[src/rtl/mc_ctrl.sv]
// mc_ctrl - multi-cycle control unit for the MIPS datapath.
//
// Each instruction is stepped through FETCH, DCD and then a class-specific
// path (memory, ALU, branch, jump). Every datapath enable and select is
// produced here, including the next-PC mode (NPCOp) and the PC load strobe
// (PCWr), so this block decides when the PC advances and how.
//
// Ports:
//   clk, rst_n       clock (rising edge) / asynchronous active-low reset
//   Op, Funct        IR[31:26] / IR[5:0], valid from DCD onward
//   Zero             ALU equality flag, only looked at in BR
//   PCWr, NPCOp      PC load enable / next-PC mode (00 +4, 01 branch, 10 jump)
//   IRWr, RFWr, DMWr IR load / register file write / data memory write
//   ALUOp            00 add, 01 sub, 10 or
//   EXTOp            00 zero-ext, 01 sign-ext, 10 imm<<16
//   BSel             ALU B: 0 rt, 1 extended immediate
//   GPRSel           write register: 0 rd, 1 rt
//   WDSel            write data: 0 ALU result, 1 memory data
//   Illegal          one-cycle pulse in DCD for an unsupported instruction
//   State            current state code (debug)
module mc_ctrl (
  input  logic       clk,
  input  logic       rst_n,
  input  logic [5:0] Op,
  input  logic [5:0] Funct,
  input  logic       Zero,
  output logic       PCWr,
  output logic [1:0] NPCOp,
  output logic       IRWr,
  output logic       RFWr,
  output logic       DMWr,
  output logic [1:0] ALUOp,
  output logic [1:0] EXTOp,
  output logic       BSel,
  output logic       GPRSel,
  output logic       WDSel,
  output logic       Illegal,
  output logic [3:0] State
);

  localparam logic [1:0] NPC_PLUS4  = 2'b00;
  localparam logic [1:0] NPC_BRANCH = 2'b01;
  localparam logic [1:0] NPC_JUMP   = 2'b10;

  localparam logic [1:0] ALU_ADD = 2'b00;
  localparam logic [1:0] ALU_SUB = 2'b01;
  localparam logic [1:0] ALU_OR  = 2'b10;

  localparam logic [1:0] EXT_ZERO = 2'b00;
  localparam logic [1:0] EXT_SIGN = 2'b01;
  localparam logic [1:0] EXT_LUI  = 2'b10;

  typedef enum logic [3:0] {
    S_FETCH = 4'd0, S_DCD = 4'd1, S_MA  = 4'd2, S_MR  = 4'd3, S_MWB = 4'd4,
    S_MW    = 4'd5, S_EXE = 4'd6, S_AWB = 4'd7, S_BR  = 4'd8, S_JMP = 4'd9
  } state_t;

  state_t state_q, state_d;

  // instruction decode from the IR fields
  logic is_r, is_addu, is_subu, is_ori, is_lui, is_lw, is_sw, is_beq, is_j;
  assign is_r    = (Op == 6'b000000);
  assign is_addu = is_r && (Funct == 6'b100001);
  assign is_subu = is_r && (Funct == 6'b100011);
  assign is_ori  = (Op == 6'b001101);
  assign is_lui  = (Op == 6'b001111);
  assign is_lw   = (Op == 6'b100011);
  assign is_sw   = (Op == 6'b101011);
  assign is_beq  = (Op == 6'b000100);
  assign is_j    = (Op == 6'b000010);

  // raw enables before reset gating
  logic pcwr, irwr, rfwr, dmwr, ill;

  always_ff @(posedge clk or negedge rst_n) begin
    if (!rst_n) state_q <= S_FETCH;
    else        state_q <= state_d;
  end

  always_comb begin
    state_d = S_FETCH;
    pcwr    = 1'b0;
    irwr    = 1'b0;
    rfwr    = 1'b0;
    dmwr    = 1'b0;
    ill     = 1'b0;
    NPCOp   = NPC_PLUS4;
    ALUOp   = ALU_ADD;
    EXTOp   = EXT_ZERO;
    BSel    = 1'b0;
    GPRSel  = 1'b0;
    WDSel   = 1'b0;
    case (state_q)
      S_FETCH: begin
        pcwr    = 1'b1;
        irwr    = 1'b1;
        state_d = S_DCD;
      end
      S_DCD: begin
        if (is_lw || is_sw)                    state_d = S_MA;
        else if (is_addu || is_subu || is_ori || is_lui) state_d = S_EXE;
        else if (is_beq)                       state_d = S_BR;
        else if (is_j)                         state_d = S_JMP;
        else begin
          state_d = S_FETCH;
          ill     = 1'b1;
        end
      end
      S_MA: begin
        ALUOp   = ALU_ADD;
        BSel    = 1'b1;
        EXTOp   = EXT_SIGN;
        state_d = is_lw ? S_MR : S_MW;
      end
      S_MR:  state_d = S_MWB;
      S_MWB: begin
        rfwr   = 1'b1;
        GPRSel = 1'b1;
        WDSel  = 1'b1;
      end
      S_MW: dmwr = 1'b1;
      // AWB keeps the EXE operand selects so the ALU result stays stable
      S_EXE, S_AWB: begin
        if (is_r) begin
          ALUOp = is_subu ? ALU_SUB : ALU_ADD;
          BSel  = 1'b0;
        end else begin
          ALUOp = ALU_OR;
          BSel  = 1'b1;
          EXTOp = is_lui ? EXT_LUI : EXT_ZERO;
        end
        if (state_q == S_EXE) state_d = S_AWB;
        else begin
          rfwr   = 1'b1;
          GPRSel = !is_r;
        end
      end
      // PC already holds PC+4 here, so the NPC branch target is PC+4+offset
      S_BR: begin
        ALUOp = ALU_SUB;
        BSel  = 1'b0;
        EXTOp = EXT_SIGN;
        NPCOp = NPC_BRANCH;
        pcwr  = Zero;
      end
      S_JMP: begin
        NPCOp = NPC_JUMP;
        pcwr  = 1'b1;
      end
      default: state_d = S_FETCH;
    endcase
  end

  // Reset gates the enables combinationally so an asynchronous reset kills
  // any write strobe at once, not just at the next edge.
  assign PCWr    = pcwr & rst_n;
  assign IRWr    = irwr & rst_n;
  assign RFWr    = rfwr & rst_n;
  assign DMWr    = dmwr & rst_n;
  assign Illegal = ill  & rst_n;
  assign State   = state_q;

endmodule

[config.mk]
export PLATFORM = sky130hd
export DESIGN_NAME = mc_ctrl
export DESIGN_NICKNAME = d
export VERILOG_FILES = /design/src/rtl/mc_ctrl.sv
export SDC_FILE = /design/constraint.sdc
export NUM_CORES = 1
export LEC_CHECK = 0
export CAP_MARGIN = 40
export CORE_MARGIN = 10
export CORE_UTILIZATION = 30
export DETAILED_ROUTE_END_ITERATION = 10
export PLACE_DENSITY = 0.69
export SLEW_MARGIN = 40
export SYNTH_ARGS = -nofsm -noshare
export SYNTH_HDL_FRONTEND = slang
export SYNTH_SLANG_ARGS = --single-unit
[constraint.sdc]
create_clock -name clk -period 1.8 [get_ports clk]
set_clock_uncertainty 0.15 [all_clocks]
set_input_delay 0.36 -clock clk [delete_from_list [all_inputs] [get_ports clk]]
set_output_delay 0.36 -clock clk [all_outputs]
set_load 0.01 [all_outputs]
==> metrics.md, run 1 <==
| Metric | Value |
|---|---|
| Critical Path AT | `approximately 1.5 ns` |
| Top post-synthesis cells by area | `dfrtp_1 (20%), nor2_1 (6.8%), nand2_1 (6.0%)` |
| Multi-input gate area in the final layout | `about 510 µm²` |
| Yosys warning total | `0` |
| PwrDens | `about 690 mW/mm²` |
| Synth Area in XOR/XNOR | `under 10%` |
| Critical path required time | `between 1 and 1.5 ns` |
| # nets final | `approximately 150` |
| Maximum VDD drop | `roughly 0.51 mV` |
| Antenna violations before repair | `0` |
| Main combinational cell family by area after synthesis | `simple AND/OR/NAND/NOR gates` |
| Fillcell total | `approximately 110` |
| Max Freq | `roughly 490 MHz` |
| WHS | `0.1992 ns` |
| Reg2reg start | `State[0]$_DFF_PN0_` |
| Failing checks | `negative setup slack` |
| Final setup margin | `-0.2439 ns` |
| Gate count of the mapped netlist | `68` |
| Max reg flops | `4` |
| First-pass GRT wire length | `approximately 3500 µm` |
| Synth top area share | `between 20% and 30%` |
| Post-Route WL | `approximately 2600 µm` |
| Unrepaired setup endpoints after global routing | `yes` |
| Storage element area | `around 100 µm²` |
| DRT antenna net count | `0` |
| Worst Setup EP | `IRWr` |
| Die W | `60.74 µm` |
| Vias in the first global route | `between 700 and 800` |
| Simple-Gate Fraction of Synth Area | `between 50 and 60%` |
| Crit path max fanout | `8` |
| Initial Utilization | `32.31%` |
| Mux contribution to synthesized area | `0%` |
| Final setup fails | `9` |
| Port Buffer Count | `32` |
| Sequential share of the synthesized area | `about 20%` |
| Status | `complete, but fails checks` |
| Cell row count | `14` |
| Crit Path Category | `register to output pin` |
| RR Endpoint | `State[1]$_DFF_PN0_` |
| Worst Tran Pin Value | `0.3415 ns` |
| Inserted Diodes | `0` |
| Post-synth net total | `between 80 and 90` |
| Vias per cell | `between 5 and 6` |
| Slew headroom | `77.06%` |
| Worst hold path type | `primary input to async pin` |
| Count of state elements after synthesis | `4` |
| Post-Syn Area per Cell | `7.323 µm²` |
| CTS root buf | `clkbuf_4` |
| Pre-antenna DRT Iters | `4` |
| Clock transition at path regs | `0.04 ns` |
| Initial DRC Count | `8` |
| Largest net degree at the start of global routing | `9` |
| Synth area leader | `dfrtp_1` |
| Tot GR Track Use | `between 10% and 20%` |
| Final Wtd Congestion | `0.8050` |
| Adder-cell area share of the yosys netlist | `0%` |
| Max_cap viols | `0` |
| Share of cells above drive strength 1 | `63.97%` |
| Die area | `~0.0037 mm²` |
| Final Hold Violating Endpoints | `0` |
| Worst R2R Path Depth | `6` |
| Mean routed wirelength per cell | `17.11 µm` |
| CTS Hold Bufs | `0` |
| Area Overhead vs Synth | `141.2%` |
| Post-detail-place hpwl | `between 1500 and 2000 µm` |
| Post-route DRC | `0` |
| Post-synthesis cell type count | `31` |
| GRT overflow | `0` |
| Startpoint types | `register` |
| CTS tree | `done` |
| Ports | `33` |
| Final period utilization | `113.5%` |
| Clock sinks | `4` |
| Synth Area in Compound Gates | `approximately a fifth` |
| CP endpoint kind | `output pin` |
| H-tree Lvls | `1` |
| Clock Path Buffers | `2` |
| Utilization after layout | `77.92%` |
| Inserted Clock Buffers | `3` |
| Setup crit start | `State[1]$_DFF_PN0_` |
| Final Max Tran Viols | `0` |
| Synthesized area | `498.0 µm²` |
| Leakage power | `approximately 0.00056 µW` |
| Final min period | `slightly above 2 ns` |
| Flop-to-flop setup slack | `0.10 ns` |
| Worst-skew pair later-pin latency | `0.23 ns` |
| Die Ht | `60.74 µm` |
| Via count | `slightly below 800` |
| CORE AREA | `around 0.0015 mm²` |
worst min-delay path by stage:
| stage | start | end | slack [ns] |
|---|---|---|---|
| 2_1_floorplan | rst_n | State[0]$_DFF_PN0_ | -0.09 |
| 3_3_place_gp | State[0]$_DFF_PN0_ | State[0]$_DFF_PN0_ | 0.48 |
| 3_5_place_dp | State[0]$_DFF_PN0_ | State[0]$_DFF_PN0_ | 0.48 |
| 4_1_cts | rst_n | State[0]$_DFF_PN0_ | 0.16 |
| 5_1_grt | rst_n | State[0]$_DFF_PN0_ | 0.22 |
| 6_report | rst_n | State[0]$_DFF_PN0_ | 0.20 |
per-layer routing:
layer  track usage [%]  wire, µm  vias up
met3             3.549       198       14
met5                 0         0        -
met4             5.329       121        0
met2             19.65      1331       26
met1             13.43       949      367
li1                  -         -      382
cell families after synthesis:
group                  after synthesis
AND/OR/NAND/NOR                     45
AO/OA/AOI/OAI                       11
buffers and inverters                6
flip-flops                           4
XOR/XNOR                             2
cells in the final DEF, fill, tap and decap left out, types with 3 or more instances in the layout:
cell and n:
buf_2 15, buf_4 30, buf_6 10, clkbuf_4 3, clkdlybuf4s50_1 3, dfrtp_1 3
dlygate4sd2_1 9, nand2_1 6, nand3_1 3, nor2_1 4, nor2_2 4, nor3_1 3
metrics by stage:
stage	area (µm²)	setup WS (ns)	total power [µW]	cells	setup TNS, ns
after floorplan	510.5	-0.007926	312.5	68	-0.007926
after global placement	999.7	-0.8267	560.4	134	-8.524
after detailed placement	999.7	-0.8552	562.6	134	-8.769
after CTS	1124	-0.2096	758.0	149	-0.7230
after global routing	1201	-0.3059	883.2	152	-1.901
final	1201	-0.2439	834.1	152	-1.124
worst max-delay path: stages (launching register included):
cell and delay [ns]:
dfrtp_1 0.36, buf_4 0.16, or2_4 0.26, buf_4 0.15, nor3_2 0.16, buf_2 0.20
cell usage after synthesis (all sizes together):
cell type,number
a221oi,1
nor4,1
nand2,8
nand4,3
o21ai,1
nor3,5
a31o,1
a21boi,1
inv,2
nor3b,3
nand3b,1
nand2b,1
and3,1
nor2b,1
or2,3
o21bai,1
clkbuf,4
a2111oi,2
nor2,9
a21oi,3
and3b,1
or3,1
nor4b,1
or3b,1
and2,1
xnor2,2
dfrtp,4
o211ai,1
nand3,4
what timing repair did:
item                                    4_1_cts  5_1_grt
endpoints found under the setup margin       19       16
pin swaps                                    14        6
buffers inserted                             13        4
resized for setup                           106       19
power breakdown:
| part | switching (µW) | internal [µW] | total [µW] |
|---|---|---|---|
| clock network | 35.1 | 74.5 | 110 |
| registers | 12.0 | 106 | 118 |
| logic | 274 | 333 | 607 |
| total | 321 | 513 | 834 |
final cells by class:
| class | instances | share of cell area (%) |
|---|---|---|
| sequential | 4 | 8.437 |
| timing repair buffer | 69 | 44.69 |
| clock buffer | 3 | 1.875 |
| multi-input combinational | 58 | 42.50 |
| tap | 16 | 1.667 |
| inverter | 2 | 0.8333 |
No activity file was read; power rests on OpenSTA's default activity.
==> run 2: changes to the inputs <==
- CTS_CLUSTER_DIAMETER: default -> 200
==> results of run 2 <==
No change in the layout: final DEF, timing and power equal those of run 1.
==> run 3: changes to the inputs <==
- CTS_CLUSTER_SIZE: default -> 14
==> results of run 3 <==
No change in the layout: final DEF, timing and power equal those of run 1.
